`src/rtl/mlp_inference_pipeline_pkg.sv`:
```
`default_nettype none
// ============================================================================
// mlp_inference_pipeline_pkg : shared widths and weight-slice helpers
// Rev 1.0
// ============================================================================
package mlp_inference_pipeline_pkg;

  localparam int DEFAULT_DATA_WIDTH = 32;

  // Result buses carry the valid flag one bit above the data.
  function automatic int valid_bit(input int dw);
    return dw;
  endfunction

  // LSB of neuron k's weight block inside a packed layer-weight vector.
  function automatic int weight_slice_lsb(input int neuron, input int amount, input int dw);
    return neuron * amount * dw;
  endfunction

endpackage
`default_nettype wire

```
`src/rtl/mlp_inference_pipeline_relu_cell.sv`:
```
`default_nettype none
// ============================================================================
// relu_cell : converts a layer result train into an indexed, clamped stream
// Rev 1.0
// ============================================================================
module relu_cell
  import mlp_inference_pipeline_pkg::*;
#(
  parameter int DATA_WIDTH    = DEFAULT_DATA_WIDTH,
  parameter int WEIGHT_AMOUNT = 4
) (
  input  logic                  clk,
  input  logic                  rst,
  input  logic [DATA_WIDTH:0]   result_i,
  output logic [DATA_WIDTH-1:0] index_o,
  output logic [DATA_WIDTH-1:0] value_o,
  output logic                  enable_o
);

  localparam int                    VB       = valid_bit(DATA_WIDTH);
  localparam logic [DATA_WIDTH-1:0] LAST_IDX = DATA_WIDTH'(WEIGHT_AMOUNT - 1);

  logic [DATA_WIDTH-1:0] cnt_q, cnt_d, index_d, value_d;

  always_comb begin
    cnt_d   = cnt_q;
    index_d = index_o;
    value_d = value_o;
    if (result_i[VB]) begin
      value_d = result_i[DATA_WIDTH-1] ? '0 : result_i[DATA_WIDTH-1:0];
      index_d = cnt_q;
      cnt_d   = (cnt_q == LAST_IDX) ? '0 : cnt_q + DATA_WIDTH'(1);
    end
  end

  always_ff @(posedge clk) begin
    if (rst) begin
      cnt_q    <= '0;
      index_o  <= '0;
      value_o  <= '0;
      enable_o <= 1'b0;
    end else begin
      cnt_q    <= cnt_d;
      index_o  <= index_d;
      value_o  <= value_d;
      enable_o <= result_i[VB];
    end
  end

endmodule
`default_nettype wire

```
`src/rtl/mlp_inference_pipeline_softmax_cell.sv`:
```
`default_nettype none
// ============================================================================
// softmax_cell : running argmax over each output vector, lowest index on ties
// Rev 1.0
// ============================================================================
module softmax_cell
  import mlp_inference_pipeline_pkg::*;
#(
  parameter int DATA_WIDTH    = DEFAULT_DATA_WIDTH,
  parameter int WEIGHT_AMOUNT = 4
) (
  input  logic                  clk,
  input  logic                  rst,
  input  logic [DATA_WIDTH-1:0] index_i,
  input  logic [DATA_WIDTH-1:0] value_i,
  input  logic                  enable_i,
  output logic [DATA_WIDTH:0]   result_o
);

  localparam logic [DATA_WIDTH-1:0] LAST_IDX = DATA_WIDTH'(WEIGHT_AMOUNT - 1);

  logic [DATA_WIDTH-1:0] max_q, max_d, arg_q, arg_d;
  logic [DATA_WIDTH:0]   result_d;

  always_comb begin
    max_d    = max_q;
    arg_d    = arg_q;
    result_d = '0;
    if (enable_i) begin
      if ((index_i == '0) || ($signed(value_i) > $signed(max_q))) begin
        max_d = value_i;
        arg_d = index_i;
      end
      if (index_i == LAST_IDX) result_d = {1'b1, arg_d};
    end
  end

  always_ff @(posedge clk) begin
    if (rst) begin
      max_q    <= '0;
      arg_q    <= '0;
      result_o <= '0;
    end else begin
      max_q    <= max_d;
      arg_q    <= arg_d;
      result_o <= result_d;
    end
  end

endmodule
`default_nettype wire

```
`src/rtl/mlp_inference_pipeline_weight_comp_cell.sv`:
```
`default_nettype none
// ============================================================================
// weight_comp_cell : accumulating neuron stage of a systolic layer chain
// Rev 1.0
// ============================================================================
module weight_comp_cell
  import mlp_inference_pipeline_pkg::*;
#(
  parameter int                                  DATA_WIDTH    = DEFAULT_DATA_WIDTH,
  parameter int                                  WEIGHT_AMOUNT = 4,
  parameter logic [WEIGHT_AMOUNT*DATA_WIDTH-1:0] WEIGHTS       = '0
) (
  input  logic                  clk,
  input  logic                  rst,
  input  logic [DATA_WIDTH-1:0] index_i,
  input  logic [DATA_WIDTH-1:0] value_i,
  input  logic                  enable_i,
  input  logic [DATA_WIDTH:0]   result_i,
  output logic [DATA_WIDTH-1:0] index_o,
  output logic [DATA_WIDTH-1:0] value_o,
  output logic                  enable_o,
  output logic [DATA_WIDTH:0]   result_o
);

  localparam int                    VB       = valid_bit(DATA_WIDTH);
  localparam logic [DATA_WIDTH-1:0] LAST_IDX = DATA_WIDTH'(WEIGHT_AMOUNT - 1);

  logic [DATA_WIDTH-1:0] weight, sum;
  logic [DATA_WIDTH-1:0] acc_q, acc_d, pend_q, pend_d;
  logic                  pend_vld_q, pend_vld_d;
  logic [DATA_WIDTH:0]   result_d;

  always_comb begin
    weight = '0;
    for (int i = 0; i < WEIGHT_AMOUNT; i++) begin
      if (index_i == DATA_WIDTH'(i)) weight = WEIGHTS[i*DATA_WIDTH +: DATA_WIDTH];
    end
    // Low DATA_WIDTH bits of a product/sum are identical for signed and unsigned.
    sum        = ((index_i == '0) ? '0 : acc_q) + value_i * weight;
    acc_d      = enable_i ? sum : acc_q;
    result_d   = '0;
    pend_d     = pend_q;
    pend_vld_d = pend_vld_q;
    if (result_i[VB]) begin
      result_d = result_i;
    end else if (pend_vld_q) begin
      result_d   = {1'b1, pend_q};
      pend_d     = '0;
      pend_vld_d = 1'b0;
    end
    // A completion landing on the emit cycle refills the slot.
    if (enable_i && (index_i == LAST_IDX)) begin
      pend_d     = sum;
      pend_vld_d = 1'b1;
    end
  end

  always_ff @(posedge clk) begin
    if (rst) begin
      acc_q      <= '0;
      pend_q     <= '0;
      pend_vld_q <= 1'b0;
      index_o    <= '0;
      value_o    <= '0;
      enable_o   <= 1'b0;
      result_o   <= '0;
    end else begin
      acc_q      <= acc_d;
      pend_q     <= pend_d;
      pend_vld_q <= pend_vld_d;
      index_o    <= index_i;
      value_o    <= value_i;
      enable_o   <= enable_i;
      result_o   <= result_d;
    end
  end

endmodule
`default_nettype wire

```
`src/rtl/mlp_inference_pipeline.sv`:
```
`default_nettype none
// ============================================================================
// mlp_inference_pipeline : streaming two-layer perceptron with argmax output
// Rev 1.0
// ============================================================================
module mlp_inference_pipeline
  import mlp_inference_pipeline_pkg::*;
#(
  parameter int                                  DATA_WIDTH = DEFAULT_DATA_WIDTH,
  parameter int                                  N_IN       = 4,
  parameter int                                  N_HID      = 4,
  parameter int                                  N_OUT      = 4,
  parameter logic [N_HID*N_IN*DATA_WIDTH-1:0]    L1_WEIGHTS = '0,
  parameter logic [N_OUT*N_HID*DATA_WIDTH-1:0]   L2_WEIGHTS = '0
) (
  input  logic                  clk,
  input  logic                  rst,
  input  logic [DATA_WIDTH-1:0] in_index,
  input  logic [DATA_WIDTH-1:0] in_value,
  input  logic                  in_enable,
  output logic [DATA_WIDTH-1:0] out_index,
  output logic [DATA_WIDTH-1:0] out_value,
  output logic                  out_enable,
  output logic [DATA_WIDTH:0]   out_result
);

  logic [DATA_WIDTH-1:0] l1_idx [N_HID+1];
  logic [DATA_WIDTH-1:0] l1_val [N_HID+1];
  logic                  l1_en  [N_HID+1];
  logic [DATA_WIDTH:0]   l1_res [N_HID+1];
  logic [DATA_WIDTH-1:0] l2_idx [N_OUT+1];
  logic [DATA_WIDTH-1:0] l2_val [N_OUT+1];
  logic                  l2_en  [N_OUT+1];
  logic [DATA_WIDTH:0]   l2_res [N_OUT+1];

  assign l1_idx[0] = in_index;
  assign l1_val[0] = in_value;
  assign l1_en[0]  = in_enable;
  assign l1_res[0] = '0;
  assign l2_res[0] = '0;

  for (genvar k = 0; k < N_HID; k++) begin : g_l1
    weight_comp_cell #(
      .DATA_WIDTH   (DATA_WIDTH),
      .WEIGHT_AMOUNT(N_IN),
      .WEIGHTS      (L1_WEIGHTS[weight_slice_lsb(k, N_IN, DATA_WIDTH) +: N_IN*DATA_WIDTH])
    ) u_cell (
      .clk(clk), .rst(rst),
      .index_i(l1_idx[k]),   .value_i(l1_val[k]),   .enable_i(l1_en[k]),   .result_i(l1_res[k]),
      .index_o(l1_idx[k+1]), .value_o(l1_val[k+1]), .enable_o(l1_en[k+1]), .result_o(l1_res[k+1])
    );
  end

  relu_cell #(.DATA_WIDTH(DATA_WIDTH), .WEIGHT_AMOUNT(N_HID)) u_relu_1 (
    .clk(clk), .rst(rst), .result_i(l1_res[N_HID]),
    .index_o(l2_idx[0]), .value_o(l2_val[0]), .enable_o(l2_en[0])
  );

  for (genvar k = 0; k < N_OUT; k++) begin : g_l2
    weight_comp_cell #(
      .DATA_WIDTH   (DATA_WIDTH),
      .WEIGHT_AMOUNT(N_HID),
      .WEIGHTS      (L2_WEIGHTS[weight_slice_lsb(k, N_HID, DATA_WIDTH) +: N_HID*DATA_WIDTH])
    ) u_cell (
      .clk(clk), .rst(rst),
      .index_i(l2_idx[k]),   .value_i(l2_val[k]),   .enable_i(l2_en[k]),   .result_i(l2_res[k]),
      .index_o(l2_idx[k+1]), .value_o(l2_val[k+1]), .enable_o(l2_en[k+1]), .result_o(l2_res[k+1])
    );
  end

  relu_cell #(.DATA_WIDTH(DATA_WIDTH), .WEIGHT_AMOUNT(N_OUT)) u_relu_2 (
    .clk(clk), .rst(rst), .result_i(l2_res[N_OUT]),
    .index_o(out_index), .value_o(out_value), .enable_o(out_enable)
  );

  softmax_cell #(.DATA_WIDTH(DATA_WIDTH), .WEIGHT_AMOUNT(N_OUT)) u_softmax (
    .clk(clk), .rst(rst),
    .index_i(out_index), .value_i(out_value), .enable_i(out_enable),
    .result_o(out_result)
  );

endmodule
`default_nettype wire

```
`config.mk`:
```
export PLATFORM = sky130hd
export DESIGN_NAME = mlp_inference_pipeline
export DESIGN_NICKNAME = d
export VERILOG_FILES = /design/src/rtl/mlp_inference_pipeline_pkg.sv /design/src/rtl/mlp_inference_pipeline_relu_cell.sv /design/src/rtl/mlp_inference_pipeline_softmax_cell.sv /design/src/rtl/mlp_inference_pipeline_weight_comp_cell.sv /design/src/rtl/mlp_inference_pipeline.sv
export SDC_FILE = /design/constraint.sdc
export NUM_CORES = 1
export LEC_CHECK = 0
export BUFFER_PORTS_ARGS = -buffer_cell sky130_fd_sc_hd__buf_4
export CAP_MARGIN = 20
export CORE_MARGIN = 2
export CORE_UTILIZATION = 45
export DETAILED_ROUTE_END_ITERATION = 6
export PLACE_DENSITY = 0.7
export SYNTH_ARGS = -nofsm -noshare
export SYNTH_HDL_FRONTEND = slang
export SYNTH_HIERARCHICAL = 1
export SYNTH_SLANG_ARGS = --single-unit
```
`constraint.sdc`:
```
create_clock -name clk -period 7.8 [get_ports clk]
set_input_delay 1.56 -clock clk [delete_from_list [all_inputs] [get_ports clk]]
set_output_delay 1.56 -clock clk [all_outputs]
set_load 0.05 [all_outputs]
```
==> qor.txt, run 1 <==
CP Max Fanout: 40
setup slack, reg-to-reg: 4.32 ns
die area: 0.0696 mm2
worst hold start: g_l1[0].u_cell/result_o[32]
Max-Cap Viols: 0
Setup TNS Final: 0 ns
leakage: 14.3 nW
antenna viol nets, final: 0
synthesized cell area: 0.0304 mm2
Max-slew headroom: 29.1%
Placeable Area: 0.0670 mm2
VDD IR max: 169 uV
n_diodes: 0
Synthesis Warnings: 6
highest-count cells in the layout ignoring fill and taps: dfxtp_1, nor2_1, mux2i_1
Root Driver: clkbuf_16
vias post-DR: 19.3k
routability cong.: 0.752
die width: 264 um
worst flop-to-flop path startpoint: u_relu_2/value_o[14]
# DRC: 0
DRT iter0 DRCs: 1002
Die Y: 264 um
R2R depth: 9
GR Overflow Total: 0
hold path cells: 2
fin. max-slew vios: 0
M2 GR Usage: 26.1%
CP Capture Type: flop
io pins: 165
Max Buffers Root-to-Sink: 3
clk_skew: 0.0272 ns
met1 Usage GRT: 20.8%
Vias/cell: 4.84
wire length of the first global-routing pass: 92600 um
DR WL/cell: 13.9 um
Final nets: 3151
WHS Endpoint: g_l1[1].u_cell/result_o[32]
Top Usage Layer GRT: met2
design area: 0.0348 mm2
number of global-route vias before repair: 18.5k
DP Area: 0.0319 mm2
cts hold-fix bufs: 0
hpwl dp: 35200 um
Post-CTS Setup Repair Bufs: 0
placement row count: 95
Reg-to-Reg End: u_softmax/arg_q[23]
overall routing resource usage: 15.8%
Worst Hold Class: flop to flop
Area growth syn-to-layout: 14.5%
endpoints failing setup: 0
fill count: 5924
Clock Latency Late Sink: 0.63 ns
Power Dens Cells: 252 mW/mm2
fmax: 0.287 GHz
Hold Fails Final Rpt: 0
initial antenna violation count: 0
clock sinks: 856
fraction of layout cells with a size suffix above 1: 10.7%
crit path DAT: 3.95 ns
Starting Density: 45.3%
Avg Inst Size Synth: 10.2 um2
status: complete, no violations
RSZ-0062 raised after global routing: no
Required @ worst endpoint: 8.27 ns
largest net degree at the start of global routing: 184
met3 Use GR: 2.55%
worst slew pin tran: 1.06 ns
Num CTS Buffers: 80
IO buf count: 131
clock slew at reported path FFs: 0.06 ns
Crit Path Category: flop to flop
TritonCTS clock tree: built
# resized after CTS: 0
startpoint types: flop
H-tree Lvls: 3
TritonRoute pass-1 iters: 5
commonest non-fill, non-tap cell in the layout: dfxtp_1
Tmin final: 3.48 ns
Detailed Route WL: 55100 um
period utilization: 44.6%
synthesized instance count: 2988
-- power by group --
group          total (mW)  switching [mW]  internal (mW)
clock                4.18            1.61           2.57
combinational       0.175           0.106         0.0689
sequential           4.41          0.0164           4.40
-- registers in the layout (all words and copies together), names as in the netlist, 33 cells and up --
| register | flops |
|---|---|
| g_l2.u_cell/result_o | 132 |
| g_l2.u_cell/acc_q | 128 |
| g_l2.u_cell/pend_q | 128 |
| g_l1.u_cell/index_o | 96 |
| g_l2.u_cell/index_o | 96 |
| u_softmax/result_o | 33 |
-- how the worst max path moves through the flow --
stage                                              to            startpoint
after global placement    g_l1[1].u_cell/result_o[32]                   rst
after detailed placement  g_l1[0].u_cell/result_o[32]                   rst
after CTS                          u_softmax/arg_q[7]  u_relu_2/value_o[14]
after global routing               u_softmax/arg_q[7]  u_relu_2/value_o[14]
after floorplan                   u_softmax/arg_q[30]  u_relu_2/value_o[14]
final                             u_softmax/arg_q[23]  u_relu_2/value_o[14]
-- final cells by class --
class | instances | area, um2 | area share (%)
sequential | 856 | 17100 | 49.3
multi-input combinational | 1893 | 12200 | 35.2
clock inverter | 33 | 546 | 1.57
clock buffer | 106 | 2330 | 6.71
inverter | 65 | 244 | 0.701
tap | 873 | 1090 | 3.14
timing repair buffer | 154 | 1200 | 3.46
-- metal layers --
layer / part of all wire [%] / vias up
met4: 2.6 / 0
met1: 48 / 8920
met2: 46 / 216
met5: 0 / -
met3: 3.1 / 99
li1: - / 10043
-- worst max-delay path, cell delays in order, from the launching register on --
cell      delay, ns
dfxtp_1        0.36
ha_1           0.34
nand4_1        0.16
or4_4          0.59
o31ai_2        0.36
a311oi_2       0.14
o41ai_4        0.35
buf_4          0.61
mux2i_1        0.30
nor2_1         0.06
-- stage by stage --
stage / total power [mW] / hold slack [ns] / utilization, % / std cells / worst slack (ns)
2_1_floorplan: 4.64 / 0.425 / - / 3021 / 4.76
3_3_place_gp: 4.68 / 0.433 / 47.5 / 3839 / 3.97
3_5_place_dp: 4.69 / 0.437 / 47.6 / 3840 / 3.99
4_1_cts: 8.86 / 0.443 / 51.9 / 3979 / 4.31
5_1_grt: 9.06 / 0.467 / 51.9 / 3980 / 4.15
6_report: 8.77 / 0.447 / 51.9 / 3980 / 4.32
No activity file was read; power rests on OpenSTA's default activity.
==> inputs of run 2 (changes only) <==
clock period = 3.38 ns   (was 7.8 ns; I/O delays follow)
==> qor.txt, run 2 (synthesized netlist as in run 1, its figures left out) <==
status: complete, no violations
biggest registers after layout: g_l2.u_cell/result_o: 132 flops, g_l2.u_cell/acc_q: 128 flops, g_l2.u_cell/pend_q: 128 flops
antenna viol nets, final: 0 (unchanged)
fin util: 52.1% (+0.23 points)
io pins: 165 (unchanged)
crit path DAT: 3.61 ns (-0.34 ns)
clock sinks: 856 (unchanged)
CP max stage cell: or4_4
n_diodes: 0 (unchanged)
Max-Cap Viols: 0 (unchanged)
DRT iter0 DRCs: 987 (-1.5%)
DR WL/cell: 14.1 um (+1.5%)
max reg flops: 132 (unchanged)
Psw: 4.13 mW (+140%)
sequential power share: 50.3% (about the same)
initial antenna violation count: 0 (unchanged)
die area: 0.0696 mm2 (unchanged)
clk_skew: 0.0253 ns (-0.00188 ns)
Detailed Route WL: 56400 um (+2.2%)
Fin Hold WS: 0.283 ns (-0.164 ns)
Crit Path Category: flop to flop
Tmin final: 3.12 ns (-0.363 ns)
delay of the slowest critical-path stage: 0.59 ns (-0.02 ns)
cts hold-fix bufs: 0 (unchanged)
Setup TNS Final: 0 ns (unchanged)
H-tree Lvls: 3 (unchanged)
Comb pwr share: 2.0% (about the same)
CP Max Fanout: 51 (+28%)
largest net degree at the start of global routing: 129 (-30%)
Final nets: 3167 (+0.51%)
wire length of the first global-routing pass: 94700 um (+2.3%)
clock slew at reported path FFs: 0.06 ns (about the same)
endpoints failing setup: 0 (unchanged)
Starting Density: 45.3% (unchanged)
highest-count cells in the layout ignoring fill and taps: dfxtp_1, nor2_1, mux2i_1
Post-CTS Setup Repair Bufs: 0 (unchanged)
worst slew pin tran: 1.10 ns (+0.0327 ns)
largest register by flop count: g_l2.u_cell/result_o
Clock Latency Late Sink: 0.63 ns (about the same)
GR Overflow Total: 0 (unchanged)
number of global-route vias before repair: 18.8k (+1.3%)
pre-CTS setup slack: 0.269 ns (-3.72 ns)
IO buf count: 131 (unchanged)
Worst Hold Class: primary input to flop
met3 Use GR: 2.77% (+0.21 points)
Required @ worst endpoint: 3.87 ns (-4.40 ns)
Hold Fails Final Rpt: 0 (unchanged)
# DRC: 0 (unchanged)
overall routing resource usage: 16.2% (+0.37 points)
Top Usage Layer GRT: met2
vias post-DR: 19.5k (+1.1%)
Max-slew headroom: 26.9% (-2.2 points)
TritonRoute pass-1 iters: 5 (unchanged)
Num CTS Buffers: 86 (+7.5%)
Power Dens Cells: 579 mW/mm2 (+130%)
Cell Int Power: 16.1 mW (+130%)
fmax: 0.321 GHz (+12%)
RSZ-0062 raised after global routing: no
Root Driver: clkbuf_16
TritonCTS clock tree: built
met1 Usage GRT: 21.3% (+0.46 points)
Area growth syn-to-layout: 15.0%
startpoint types: flop
commonest non-fill, non-tap cell in the layout: dfxtp_1
R2R depth: 10 (+1)
crit path cell chain: inv_1, ha_1, nand4_1, or4_4, o31ai_2, a311oi_2, o41ai_4, buf_12, mux2i_1, nor2_1
Vias/cell: 4.86 (+0.41%)
setup slack, reg-to-reg: 0.26 ns (-4.06 ns)
period utilization: 92.2% (+48 points)
WHS Endpoint: g_l1[0].u_cell/index_o[16]
Clock Power Share: 47.6% (about the same)
switch share: 20.4% (+0.61 points)
placement row count: 95 (unchanged)
worst hold start: in_index[16]
routability cong.: 0.779 (+3.6%)
leakage: 14.4 nW (+0.68%)
Reg-to-Reg End: u_softmax/arg_q[12]
VDD IR max: 329 uV (+95%)
die width: 264 um (unchanged)
hpwl dp: 35900 um (+2.0%)
worst flop-to-flop path startpoint: u_softmax/max_q[14]
hold path cells: 2 (unchanged)
CP Capture Type: flop
Setup WS post-layout: 0.264 ns (-4.06 ns)
# resized after CTS: 0 (unchanged)
Die Y: 264 um (unchanged)
M2 GR Usage: 27.1% (+1.1 points)
Max Buffers Root-to-Sink: 3 (unchanged)
Placeable Area: 0.0670 mm2 (unchanged)
fin. max-slew vios: 0 (unchanged)
fraction of layout cells with a size suffix above 1: 11.4% (+0.63 points)
## run 2: cell count changes in the layout (fill, tap and decap cells not counted), moves of 4 or more
cell / before / now
buf_4: 150 / 157
clkbuf_1: 7 / 13
clkinv_2: 12 / 16
clkbuf_8: 15 / 24
inv_6: 2 / 8
bufinv_16: 14 / 7
## run 2: layer usage
metal  routed length [um]  part of all wire [%]  vias up
met5                    0                     0        -
met4                  990                   1.8        0
met3                 1930                   3.4       64
met2                26300                    47      235
met1                27100                    48     9107
li1                     -                     -    10093
## run 2: layout make-up
class	instances	area (um2)
fill	5900	32100
sequential	856	17100
multi-input combinational	1893	12200
clock buffer	124	2560
timing repair buffer	164	1300
tap	873	1090
clock inverter	34	383
inverter	65	244
## run 2: power groups by stage
stage	registers, mW	logic (mW)	clock network [mW]
after global placement	10.4	0.408	0
after floorplan	10.4	0.314	0
after CTS	10.2	0.413	9.90
after detailed placement	10.4	0.413	0
after global routing	10.2	0.453	10.3
final	10.2	0.409	9.65
## run 2: worst max-delay path by stage
stage	start	endpoint	cells past startpoint
4_1_cts	u_softmax/max_q[14]	u_softmax/arg_q[12]	10
6_report	u_softmax/max_q[14]	u_softmax/arg_q[12]	10
2_1_floorplan	u_relu_2/value_o[14]	u_softmax/arg_q[30]	10
3_5_place_dp	u_softmax/max_q[14]	u_softmax/arg_q[28]	10
3_3_place_gp	u_softmax/max_q[14]	u_softmax/arg_q[27]	10
5_1_grt	u_softmax/max_q[14]	u_softmax/arg_q[28]	10
## run 2: metrics by stage
| stage | area [um2] | instances | total power, mW |
|---|---|---|---|
| 2_1_floorplan | 30500 | 3021 | 10.7 |
| 3_3_place_gp | 32000 | 3849 | 10.8 |
| 3_5_place_dp | 32000 | 3851 | 10.8 |
| 4_1_cts | 35000 | 4009 | 20.5 |
| 5_1_grt | 35000 | 4009 | 20.9 |
| 6_report | 35000 | 4009 | 20.2 |
## run 2: critical path, delay by kind of cell (launching register included)
family | cells | cell delay, ns
compound gates | 3 | 0.83
simple gates | 3 | 0.81
buf+inv | 2 | 0.42
flops | 1 | 0.33
fa+ha+maj | 1 | 0.30
mux | 1 | 0.27
